### src/rtl/bin_to_bcd_4_digits.sv
`default_nettype none
// ============================================================================
// Module      : bin_to_bcd_4_digits
// Description : Iterative binary to 4-digit packed BCD converter using
//               shift-and-add-3, one binary bit per clock. Accepts a value on
//               a valid/ready handshake and presents the result on a held
//               register so downstream display logic never sees partial
//               digits.
//               Optional build macro BIN_TO_BCD_SATURATE_EN: when defined,
//               an input above 9999 produces 16'h9999 instead of the low
//               four decimal digits.
// Revision    : 1.0 - initial release
// ============================================================================
module bin_to_bcd_4_digits #(
    parameter int W = 14
) (
    input  logic         clk,
    input  logic         reset,
    input  logic [W-1:0] bin,
    input  logic         in_valid,
    output logic         in_ready,
    output logic [15:0]  bcd,
    output logic         done,
    output logic         overflow
);

    // Shift register holds {16-bit BCD scratch, W-bit binary}.
    localparam int          SW         = W + 16;
    localparam logic [4:0]  C_W_COUNT  = 5'(W);
    localparam logic [16:0] C_MAX_DEC  = 17'd9999;

    typedef enum logic [0:0] {
        IDLE  = 1'b0,
        SHIFT = 1'b1
    } state_t;

    state_t          state_q,    state_d;
    logic [SW-1:0]   shift_q,    shift_d;
    logic [4:0]      cnt_q,      cnt_d;
    logic            pending_q,  pending_d;
    logic [15:0]     bcd_q,      bcd_d;
    logic            done_q,     done_d;
    logic            overflow_q, overflow_d;

    logic            w_accept;
    logic            w_last;
    logic            w_bin_big;
    logic [15:0]     w_scratch_adj;
    logic [SW-1:0]   w_shifted;

    assign in_ready = (state_q == IDLE);
    assign w_accept = in_valid & in_ready;

    // The cycle whose shift is the W-th one is the completion cycle.
    assign w_last   = (cnt_q == 5'd1);

    // Zero-extend to 17 bits so the compare is legal for every W in 4..16;
    // for small W it simply never fires.
    assign w_bin_big = ({{(17 - W){1'b0}}, bin} > C_MAX_DEC);

    // Add-3 correction on every scratch nibble that would reach >= 10 after
    // the following doubling.
    for (genvar g = 0; g < 4; g++) begin : g_nibble_adj
        logic [3:0] w_nib;
        assign w_nib = shift_q[W + 4*g +: 4];
        assign w_scratch_adj[4*g +: 4] = (w_nib >= 4'd5) ? (w_nib + 4'd3) : w_nib;
    end

    // Shift the corrected scratch together with the binary part; the bit
    // leaving scratch bit 15 is dropped, so the scratch keeps bin mod 10000.
    assign w_shifted = {w_scratch_adj, shift_q[W-1:0]} << 1;

    // Next-state, datapath and output-register computation.
    always_comb begin
        state_d    = state_q;
        shift_d    = shift_q;
        cnt_d      = cnt_q;
        pending_d  = pending_q;
        bcd_d      = bcd_q;
        overflow_d = overflow_q;
        done_d     = 1'b0;

        case (state_q)
            IDLE: begin
                if (w_accept) begin
                    shift_d   = {16'h0000, bin};
                    cnt_d     = C_W_COUNT;
                    pending_d = w_bin_big;
                    state_d   = SHIFT;
                end
            end

            SHIFT: begin
                shift_d = w_shifted;
                cnt_d   = cnt_q - 5'd1;
                if (w_last) begin
                    state_d    = IDLE;
                    done_d     = 1'b1;
                    overflow_d = pending_q;
`ifdef BIN_TO_BCD_SATURATE_EN
                    bcd_d      = pending_q ? 16'h9999 : w_shifted[SW-1:W];
`else
                    bcd_d      = w_shifted[SW-1:W];
`endif
                end
            end

            default: begin
                state_d = IDLE;
            end
        endcase
    end

    // State and output registers; reset discards any conversion in flight.
    always_ff @(posedge clk or posedge reset) begin
        if (reset) begin
            state_q    <= IDLE;
            shift_q    <= '0;
            cnt_q      <= 5'd0;
            pending_q  <= 1'b0;
            bcd_q      <= 16'h0000;
            done_q     <= 1'b0;
            overflow_q <= 1'b0;
        end else begin
            state_q    <= state_d;
            shift_q    <= shift_d;
            cnt_q      <= cnt_d;
            pending_q  <= pending_d;
            bcd_q      <= bcd_d;
            done_q     <= done_d;
            overflow_q <= overflow_d;
        end
    end

    assign bcd      = bcd_q;
    assign done     = done_q;
    assign overflow = overflow_q;

endmodule
`default_nettype wire

### config.mk
export PLATFORM = sky130hd
export DESIGN_NAME = bin_to_bcd_4_digits
export DESIGN_NICKNAME = d
export VERILOG_FILES = /design/src/rtl/bin_to_bcd_4_digits.sv
export SDC_FILE = /design/constraint.sdc
export NUM_CORES = 1
export LEC_CHECK = 0
export BUFFER_PORTS_ARGS = -buffer_cell sky130_fd_sc_hd__buf_4
export CORE_MARGIN = 2
export CORE_UTILIZATION = 55
export CTS_CLUSTER_SIZE = 20
export DETAILED_ROUTE_END_ITERATION = 8
export PLACE_DENSITY_LB_ADDON = 0.25
export SKIP_CTS_REPAIR_TIMING = 1
export SLEW_MARGIN = 30
export SYNTH_ARGS = -nofsm -noshare
export SYNTH_HDL_FRONTEND = slang
export SYNTH_SLANG_ARGS = --single-unit
### constraint.sdc
create_clock -name clk -period 2.5 [get_ports clk]
set_clock_uncertainty 0.15 [all_clocks]
set_input_delay 0.5 -clock clk [delete_from_list [all_inputs] [get_ports clk]]
set_output_delay 0.5 -clock clk [all_outputs]
set_load 0.01 [all_outputs]
==> impl_metrics.csv, run 1 <==
group,metric,value,unit
run_status,status,"finished, final reports clean",
route,ant_nets,0,
critical_path,endpoint_kind,"output pin",
yosys,syn_nets,277,
pwr,total_leakage_power,0.00151,µW
clock_network,clkSinkCount,55,
finish,antenna_cells,0,
critical_path,cp.buffers_inverters,3,
yosys,syn-cell-area,0.00270,mm²
clock_network,cts.clk_slew.worst_paths,0.10,ns
route,dr.first_iter.drc_count,82,
finish,final_cell_mix,"55 x dfrtp_1, 38 x buf_4, 32 x nand2_1, 27 x o21ai_0, 18 x mux2i_1",
yosys,syn_inst,250,
finish,fin_area,0.00316,mm²
timing,fmax,542,MHz
timing,worst_slew_pin_slew,0.586,ns
timing,whs,0.0489,ns
route,route.detailed.drc,0,
global_route,grt_usage,0.190,
critical_path,r2r_end,"bcd[14]",
critical_path,critPathMaxStageDelay,0.43,ns
critical_path,r2r-start,"cnt_q[1]",
global_route,grt_pass1_vias,1762,
critical_path,startpoint_type,"flip-flop",
route,via_per_inst,5.26,
route,dr.max_layer_used,"met4",
placement,dp_hpwl,3330,µm
critical_path,crit_chain,"buf_4 > inv_1 > buf_4",
placement,gp_congestion,0.777,
hold_path,hold_class,"in -> async",
route,wl_met2,2360,µm
run,maxCapViolCount,0,
clock_network,cts_buffers,5,
pwr,power.density,1220,mW/mm²
clock_network,ctsRootBufferMaster,"clkbuf_8",
floorplan,rows,25,
critical_path,crit_top_cell,"buf_4",
route,drt-total-wl,4770,µm
yosys,avgSynthCellArea,10.8,µm²
global_route,grt_pass1_wl,8050,µm
floorplan,fp.dieH,74.1,µm
finish,layout.cells.most_common,"dfrtp_1",
floorplan,io_pins,36,
route,routed-wl-met3,162,µm
critical_path,reg2reg_setup_slack,0.68,ns
route,vias,1857,
finish,final_layout_size_suffix_gt1_frac,0.245,
yosys,ys_seq_area_frac,0.510,
timing,fin_tns_setup,0,ns
finish,syn_to_final_growth,16.9,%
yosys,yosys-top-cells-area,"dfrtp_1 51%, mux2i_1 6.7%, o21ai_0 5.0%, ha_1 4.6%, nand2_1 4.5%",
yosys,synth.distinct_cells,32,
global_route,grt.overflow.total,0,
clock_network,clock_path_buffers,2,
placement,portBuffers,35,
timing,rsz0062_at_grt,"no",
floorplan,die_w,74.1,µm
yosys,yosysTopAreaCellShare,0.510,
critical_path,reg2regPathDepth,5,
yosys,ys_seq_elements,55,
clock_network,clk_latency,0.30,ns
timing,setup_viol,0,
yosys,yosysWarnings,0,
timing,fin_crit,1.85,ns
clock_network,htree_levels,2,
critical_path,slowest_stage,"dfrtp_1",
global_route,grt_max_degree,36,
clock_network,cts_tree,"built",
finish,nets,312,
route,wl_per_cell,13.5,µm
placement,placed_area,0.00304,mm²
critical_path,arrival,1.20,ns
timing,hold_viol,0,
floorplan,start_util,0.571,
timing,drv_slew,0,
pwr,vdd_drop_max,0.598,mV
route,wl_met1,2210,µm
critical_path,crit_family,"buffers and inverters",
critical_path,cp.required,1.85,ns
global_route,antenna_found_initial,0,
critical_path,path_class,"reg -> out",
critical_path,path_max_fanout,20,
floorplan,coreArea,0.00472,mm²
finish,fillers,380,
yosys,synth_top_area_cell,"dfrtp_1",
timing,max_slew_margin,0.608,
route,drt_pass1_iterations,4,
timing,finalCritPeriodShare,0.739,
floorplan,dieArea,0.00548,mm²
## cell usage after synthesis
master / number
a21o_2: 2
buf_2: 7
a22o_1: 3
or3_1: 1
o21ai_1: 3
a21oi_4: 3
dfrtp_1: 55
nand2b_1: 1
mux2i_1: 18
nand4b_4: 1
nand3_1: 5
o31ai_1: 2
a21oi_2: 1
mux2_2: 3
nor4_1: 1
clkbuf_1: 4
nor3_1: 12
a21oi_1: 10
a21o_1: 3
xnor2_1: 6
o22ai_1: 3
nor3b_1: 8
inv_1: 12
mux2_4: 7
nor2_2: 1
xor2_1: 1
nand2_1: 32
nor2_1: 4
nand2b_2: 3
ha_1: 10
clkinv_4: 1
o21ai_0: 27
## flip-flops by register name, indices dropped and copies added, names as in the netlist
signal,count
pending_q,1
shift_q,30
cnt_q,5
bcd,16
overflow,1
done,1
state_q,1
## area by class of cell
| class | count | area (µm²) | share of cell area |
|---|---|---|---|
| Clock buffer | 6 | 82.6 | 0.0262 |
| Inverter | 13 | 53.8 | 0.0170 |
| Multi-Input combinational cell | 171 | 1220 | 0.386 |
| Clock inverter | 2 | 35.0 | 0.0111 |
| Timing Repair Buffer | 39 | 305 | 0.0967 |
| Tap cell | 67 | 83.8 | 0.0266 |
| Sequential cell | 55 | 1380 | 0.436 |
## cells by family (layout without fill, tap and decap cells)
group / count (synthesis) / in the layout / share of synthesized area
xor gates and xnor gates: 7 / 7 / 0.0227
AOI/OAI and AO/OA: 57 / 57 / 0.133
muxes: 28 / 28 / 0.118
and+or+nand+nor: 69 / 69 / 0.132
buffers and inverters: 24 / 60 / 0.0385
DFF: 55 / 55 / 0.510
adders and majority gates: 10 / 10 / 0.0464
## per-stage QoR
step | instances | setup slack (ns) | utilization | total power, µW
after global routing | 353 | 0.534 | 0.668 | 4180
final | 353 | 0.654 | 0.668 | 3860
after CTS | 353 | 0.634 | 0.668 | 3910
after global placement | 345 | 0.749 | 0.643 | 3210
after floorplan | 250 | 0.507 | - | 2790
after detailed placement | 345 | 0.683 | 0.643 | 3290
## power by group
| part | leakage, µW | internal [µW] | switching (µW) |
|---|---|---|---|
| registers | 0.000702 | 1260 | 312 |
| logic | 0.000745 | 870 | 813 |
| clock network | 0.0000612 | 325 | 283 |
## how the worst max path moves through the flow
| stage | slack (ns) | endpoint | startpoint | cells after the start |
|---|---|---|---|---|
| after floorplan | 0.51 | bcd[0] | reset | 1 |
| after global placement | 0.75 | bcd[14] | cnt_q[1] | 5 |
| after detailed placement | 0.68 | bcd[14] | cnt_q[1] | 5 |
| after CTS | 0.63 | in_ready | state_q | 3 |
| after global routing | 0.53 | bcd[14] | cnt_q[1] | 5 |
| final | 0.65 | in_ready | state_q | 3 |
## metal layers
| layer | up-vias | track usage |
|---|---|---|
| met1 | 879 | 0.253 |
| met2 | 36 | 0.322 |
| li1 | 937 | - |
| met4 | 0 | 0.0424 |
| met3 | 5 | 0.0407 |
| met5 | - | 0 |
## worst register-to-register path, cell delays in order, from the launching register on
cell      delay, ns
dfrtp_1        0.41
inv_1          0.09
ha_1           0.20
nand4b_4       0.28
clkinv_4       0.23
mux2_2         0.35
No activity file was read; power rests on OpenSTA's default activity.
==> run 2: changes to the inputs <==
- clock period: 2.5 -> 1.74 ns (I/O delays scaled with it)
==> run 2 against run 1 <==
Non-clock buffer count is 6 higher. Global-route usage is 0.64 points higher. Combinational power is 58% higher. Critical endpoint is now bcd[1].
==> impl_metrics.csv, run 2 (synthesized netlist as in run 1, its figures left out) <==
group,metric,value,unit
floorplan,coreArea,0.00472,mm²
global_route,antenna_found_initial,0,
placement,dp_hpwl,3460,µm
finish,syn_to_final_growth,20.1,%
pwr,swShare,0.374,
route,via_per_inst,5.34,
placement,dp.cells,350,
finish,antenna_cells,0,
finish,fin_cells,359,
finish,layout.cells.most_common,"dfrtp_1",
timing,fmax,597,MHz
pwr,power.density,1730,mW/mm²
global_route,grtUsageMet2,0.314,
finish,fillers,353,
pwr,p_switching,2090,µW
finish,largest_reg_flops,30,
pwr,p_comb_frac,0.474,
placement,placed_area,0.00309,mm²
finish,final_layout_size_suffix_gt1_frac,0.288,
clock_network,clkSinkCount,55,
route,ant_nets,0,
floorplan,start_util,0.571,
floorplan,rows,25,
timing,hold_viol,0,
global_route,grt_pass1_vias,1812,
global_route,use_met1,0.272,
timing,fin_crit,1.68,ns
pwr,vdd_drop_max,0.791,mV
global_route,top_usage_layer,"met2",
critical_path,endpoint_kind,"flip-flop",
clock_network,ctsRootBufferMaster,"clkbuf_8",
run_status,status,"finished, final reports clean",
pwr,intPower,3500,µW
timing,finalCritPeriodShare,0.963,
global_route,grt_max_degree,36,
clock_network,htree_levels,2,
timing,worst_slew_pin_slew,0.425,ns
floorplan,die_w,74.1,µm
finish,nets,318,
route,wl_per_cell,13.7,µm
timing,fin_tns_setup,0,ns
critical_path,arrival,1.72,ns
global_route,grt_pass1_wl,8270,µm
clock_network,clk_latency,0.30,ns
finish,regMostFlops,"shift_q",
global_route,grt.overflow.total,0,
global_route,grt_usage,0.197,
clock_network,cts.clk_slew.worst_paths,0.09,ns
timing,max_slew_margin,0.717,
clock_network,clock_path_buffers,2,
route,drt_pass1_iterations,4,
placement,portBuffers,35,
finish,final_cell_mix,"54 x dfrtp_1, 42 x buf_4, 32 x nand2_1, 27 x o21ai_0, 16 x mux2i_1",
placement,gp_congestion,0.797,
critical_path,path_max_fanout,4,
clock_network,cts_buffers,5,
critical_path,startpoint_type,"flip-flop",
floorplan,io_pins,36,
run,maxCapViolCount,0,
finish,fin_area,0.00324,mm²
timing,setup_viol,0,
route,route.detailed.drc,0,
hold_path,hold_class,"in -> reg",
pwr,pwr-share-seq,0.405,
route,drt-total-wl,4930,µm
route,dr.first_iter.drc_count,112,
global_route,grtUsageMet3,0.0285,
finish,fin_util,0.686,
timing,whs,0.149,ns
pwr,total_leakage_power,0.00151,µW
clock_network,cts_tree,"built",
floorplan,fp.dieH,74.1,µm
pwr,power.clock.fraction,0.121,
critical_path,cp.required,1.78,ns
timing,drv_slew,0,
route,vias,1918,
critical_path,path_class,"reg -> reg",
floorplan,dieArea,0.00548,mm²
==> run 2: per-layer routing <==
layer	routed length, µm	vias up
met5	0	-
li1	-	946
met2	2350	43
met1	2350	919
met3	148	10
met4	87	0
==> run 2: stage by stage <==
step	power [µW]	worst slack, ns
after floorplan	4020	0.173
after global placement	4670	0.0830
after detailed placement	4760	0.0471
after CTS	5440	-0.0175
after global routing	6050	-0.00300
final	5590	0.0649
==> run 2: worst paths after layout <==
path / from / cells after the start / slack (ns) / to
worst max-delay path: shift_q[14] / 5 / 0.06 / bcd[1]
worst min-delay path: bin[0] / 3 / 0.15 / shift_q[0]
worst max register to register: shift_q[14] / 5 / 0.06 / bcd[1]
worst min register to register: bcd[11] / 2 / 0.33 / bcd[11]
max in group asynchronous: reset / 4 / 0.54 / shift_q[18]
min in group asynchronous: reset / 3 / 0.30 / shift_q[9]
==> run 2: final cells by class <==
| cell class | instances | area [µm²] | area share |
|---|---|---|---|
| Clock inverter | 1 | 5.00 | 0.00154 |
| Inverter | 13 | 57.6 | 0.0178 |
| Sequential cell | 55 | 1380 | 0.425 |
| Tap cell | 67 | 83.8 | 0.0259 |
| Timing Repair Buffer | 45 | 365 | 0.113 |
| Clock buffer | 7 | 76.3 | 0.0236 |
| Multi-Input combinational cell | 171 | 1270 | 0.393 |
==> run 2: power by group through the flow <==
stage / clock network, µW / registers [µW] / logic (µW)
after CTS: 699 / 2250 / 2490
after global routing: 743 / 2340 / 2960
after floorplan: 0 / 2250 / 1760
after global placement: 0 / 2260 / 2410
after detailed placement: 0 / 2270 / 2490
final: 677 / 2260 / 2650
==> run 2: critical path, cell delays in order, from the launching register on <==
cell and delay, ns:
dfrtp_1 0.43, ha_1 0.21, nand2b_2 0.20, a21oi_4 0.19, xnor2_1 0.11, mux2_4 0.27
==> run 3: changes to the inputs <==
--- a/config.mk
+++ b/config.mk
@@ -8,4 +8,6 @@
 export BUFFER_PORTS_ARGS = -buffer_cell sky130_fd_sc_hd__buf_4
+export CELL_PAD_IN_SITES_DETAIL_PLACEMENT = 1
+export CELL_PAD_IN_SITES_GLOBAL_PLACEMENT = 2
 export CORE_MARGIN = 2
-export CORE_UTILIZATION = 55
+export CORE_UTILIZATION = 37
 export CTS_CLUSTER_SIZE = 20
@@ -13,3 +15,2 @@
 export PLACE_DENSITY_LB_ADDON = 0.25
-export SKIP_CTS_REPAIR_TIMING = 1
 export SLEW_MARGIN = 30
==> constraint.sdc (replaced) <==
create_clock -name clk -period 1.74 [get_ports clk]
set_clock_uncertainty 0.15 [all_clocks]
set_input_delay 0.087 -clock clk [delete_from_list [all_inputs] [get_ports clk]]
set_output_delay 0.087 -clock clk [all_outputs]
set_load 0.01 [all_outputs]
==> run 3 against run 2 <==
Clock-buffer cell count grew 1. First-iteration DRC count shrank 32%. Flip-flop and latch count is the same. Combinational power is essentially flat. Die area grew 46%. Non-clock buffer count grew 19. Sequential share of layout area shrank 2.5 points. Clock power grew 16%. Via count grew 3.1%. Critical path type unchanged. Largest cell class unchanged.
==> impl_metrics.csv, run 3 (synthesized netlist as in run 1, its figures left out) <==
group,metric,value,unit
timing,max_slew_margin,0.715,
floorplan,fp.dieH,89.4,µm
route,drt-total-wl,5890,µm
clock_network,cts_tree,"built",
placement,placed_area,0.00313,mm²
critical_path,arrival,1.72,ns
timing,hold_viol,0,
finish,final_cell_mix,"55 x dfrtp_1, 48 x buf_4, 32 x nand2_1, 27 x o21ai_0, 17 x mux2i_1",
critical_path,path_class,"reg -> reg",
critical_path,cp.required,1.79,ns
timing,worst_slew_pin_slew,0.428,ns
route,via_per_inst,4.82,
pwr,vdd_drop_max,0.489,mV
floorplan,rows,31,
global_route,grt.overflow.total,0,
run_status,status,"finished, final reports clean",
placement,portBuffers,35,
pwr,power.density,1670,mW/mm²
route,route.detailed.drc,0,
critical_path,endpoint_kind,"flip-flop",
pwr,total_leakage_power,0.00160,µW
finish,antenna_cells,0,
finish,fin_area,0.00344,mm²
global_route,grt_max_degree,56,
timing,setup_viol,0,
critical_path,startpoint_type,"flip-flop",
floorplan,start_util,0.376,
pwr,finalPower,5740,µW
clock_network,htree_levels,2,
placement,dp.cells,384,
global_route,grt_pass1_vias,1958,
critical_path,path_max_fanout,10,
clock_network,clkSinkCount,55,
route,dr.first_iter.drc_count,76,
finish,regMostFlops,"shift_q",
placement,gp_congestion,0.709,
placement,dp_hpwl,3880,µm
route,ant_nets,0,
timing,fin_ws,0.0752,ns
run,maxCapViolCount,0,
route,wl_per_cell,14.4,µm
placement,dp_slack,0.0606,ns
route,drt_pass1_iterations,4,
clock_network,clk_latency,0.31,ns
timing,finalCritPeriodShare,0.957,
finish,largest_reg_flops,30,
finish,nets,337,
timing,fin_tns_setup,0,ns
floorplan,io_pins,36,
route,vias,1978,
timing,rsz0062_at_grt,"yes",
clock_network,ctsRootBufferMaster,"clkbuf_8",
floorplan,dieArea,0.00799,mm²
finish,syn_to_final_growth,27.4,%
floorplan,die_w,89.4,µm
floorplan,coreArea,0.00718,mm²
finish,final_layout_size_suffix_gt1_frac,0.280,
finish,fin_cells,410,
global_route,grt_pass1_wl,9830,µm
clock_network,clock_path_buffers,2,
timing,drv_slew,0,
clock_network,cts_buffers,5,
global_route,antenna_found_initial,0,
clock_network,cts.clk_slew.worst_paths,0.10,ns
timing,fmax,601,MHz
finish,layout.cells.most_common,"dfrtp_1",
hold_path,hold_class,"in -> reg",
global_route,grt_usage,0.160,
timing,fin_crit,1.66,ns
==> run 3: cell types whose count changed in the layout (fill, tap and decap cells not counted), sizes merged <==
cell | previous run | this run
buf | 44 | 49
clkbuf | 7 | 8
clkinv | 2 | 1
dlygate4sd3 | 1 | 15
==> run 3: timing repair <==
item                                    CTS  global route
resized for setup                         0            10
buffers inserted                          0             3
endpoints found under the setup margin    0            14
hold buffers                             15             0
endpoints found under the hold margin    70             0
==> run 3: per-layer routing <==
| layer | vias up | GRT usage | share of wire |
|---|---|---|---|
| met5 | - | 0 | 0 |
| met3 | 9 | 0.0277 | 0.023 |
| met2 | 28 | 0.261 | 0.48 |
| met1 | 959 | 0.219 | 0.48 |
| met4 | 0 | 0.0448 | 0.015 |
| li1 | 982 | - | - |
==> run 3: stage by stage <==
| stage | hold WS [ns] | util |
|---|---|---|
| after floorplan | 0.0841 | - |
| after global routing | 0.128 | 0.479 |
| after global placement | 0.0273 | 0.436 |
| final | 0.0872 | 0.479 |
| after CTS | 0.0826 | 0.471 |
| after detailed placement | 0.0282 | 0.436 |
==> run 3: final timing paths <==
check	cells after the start	from	slack (ns)	end
worst min-delay path	2	in_valid	0.09	shift_q[22]
worst max-delay path	5	cnt_q[1]	0.08	bcd[14]
max in group asynchronous	4	reset	0.97	bcd[1]
worst max register to register	5	cnt_q[1]	0.08	bcd[14]
worst min register to register	2	bcd[11]	0.34	bcd[11]
min in group asynchronous	4	reset	0.24	bcd[13]
==> run 3: power by group <==
| group | switching [µW] | internal, µW | total [µW] |
|---|---|---|---|
| combinational | 1260 | 1420 | 2670 |
| sequential | 468 | 1810 | 2270 |
| clock | 423 | 365 | 788 |
| total | 2150 | 3590 | 5740 |
==> run 3: area by class of cell <==
class / instances / area [µm²]
Sequential cell: 55 / 1380
Multi-Input combinational cell: 171 / 1250
Fill cell: 779 / 3740
Timing Repair Buffer: 64 / 531
Tap cell: 99 / 124
Inverter: 13 / 57.6
Clock buffer: 8 / 100
==> run 3: worst max-delay path, cell delays in order (launching register included) <==
cell      delay (ns)
dfrtp_1         0.41
inv_1           0.09
ha_1            0.20
nand4b_4        0.18
clkinv_4        0.18
mux2_2          0.35
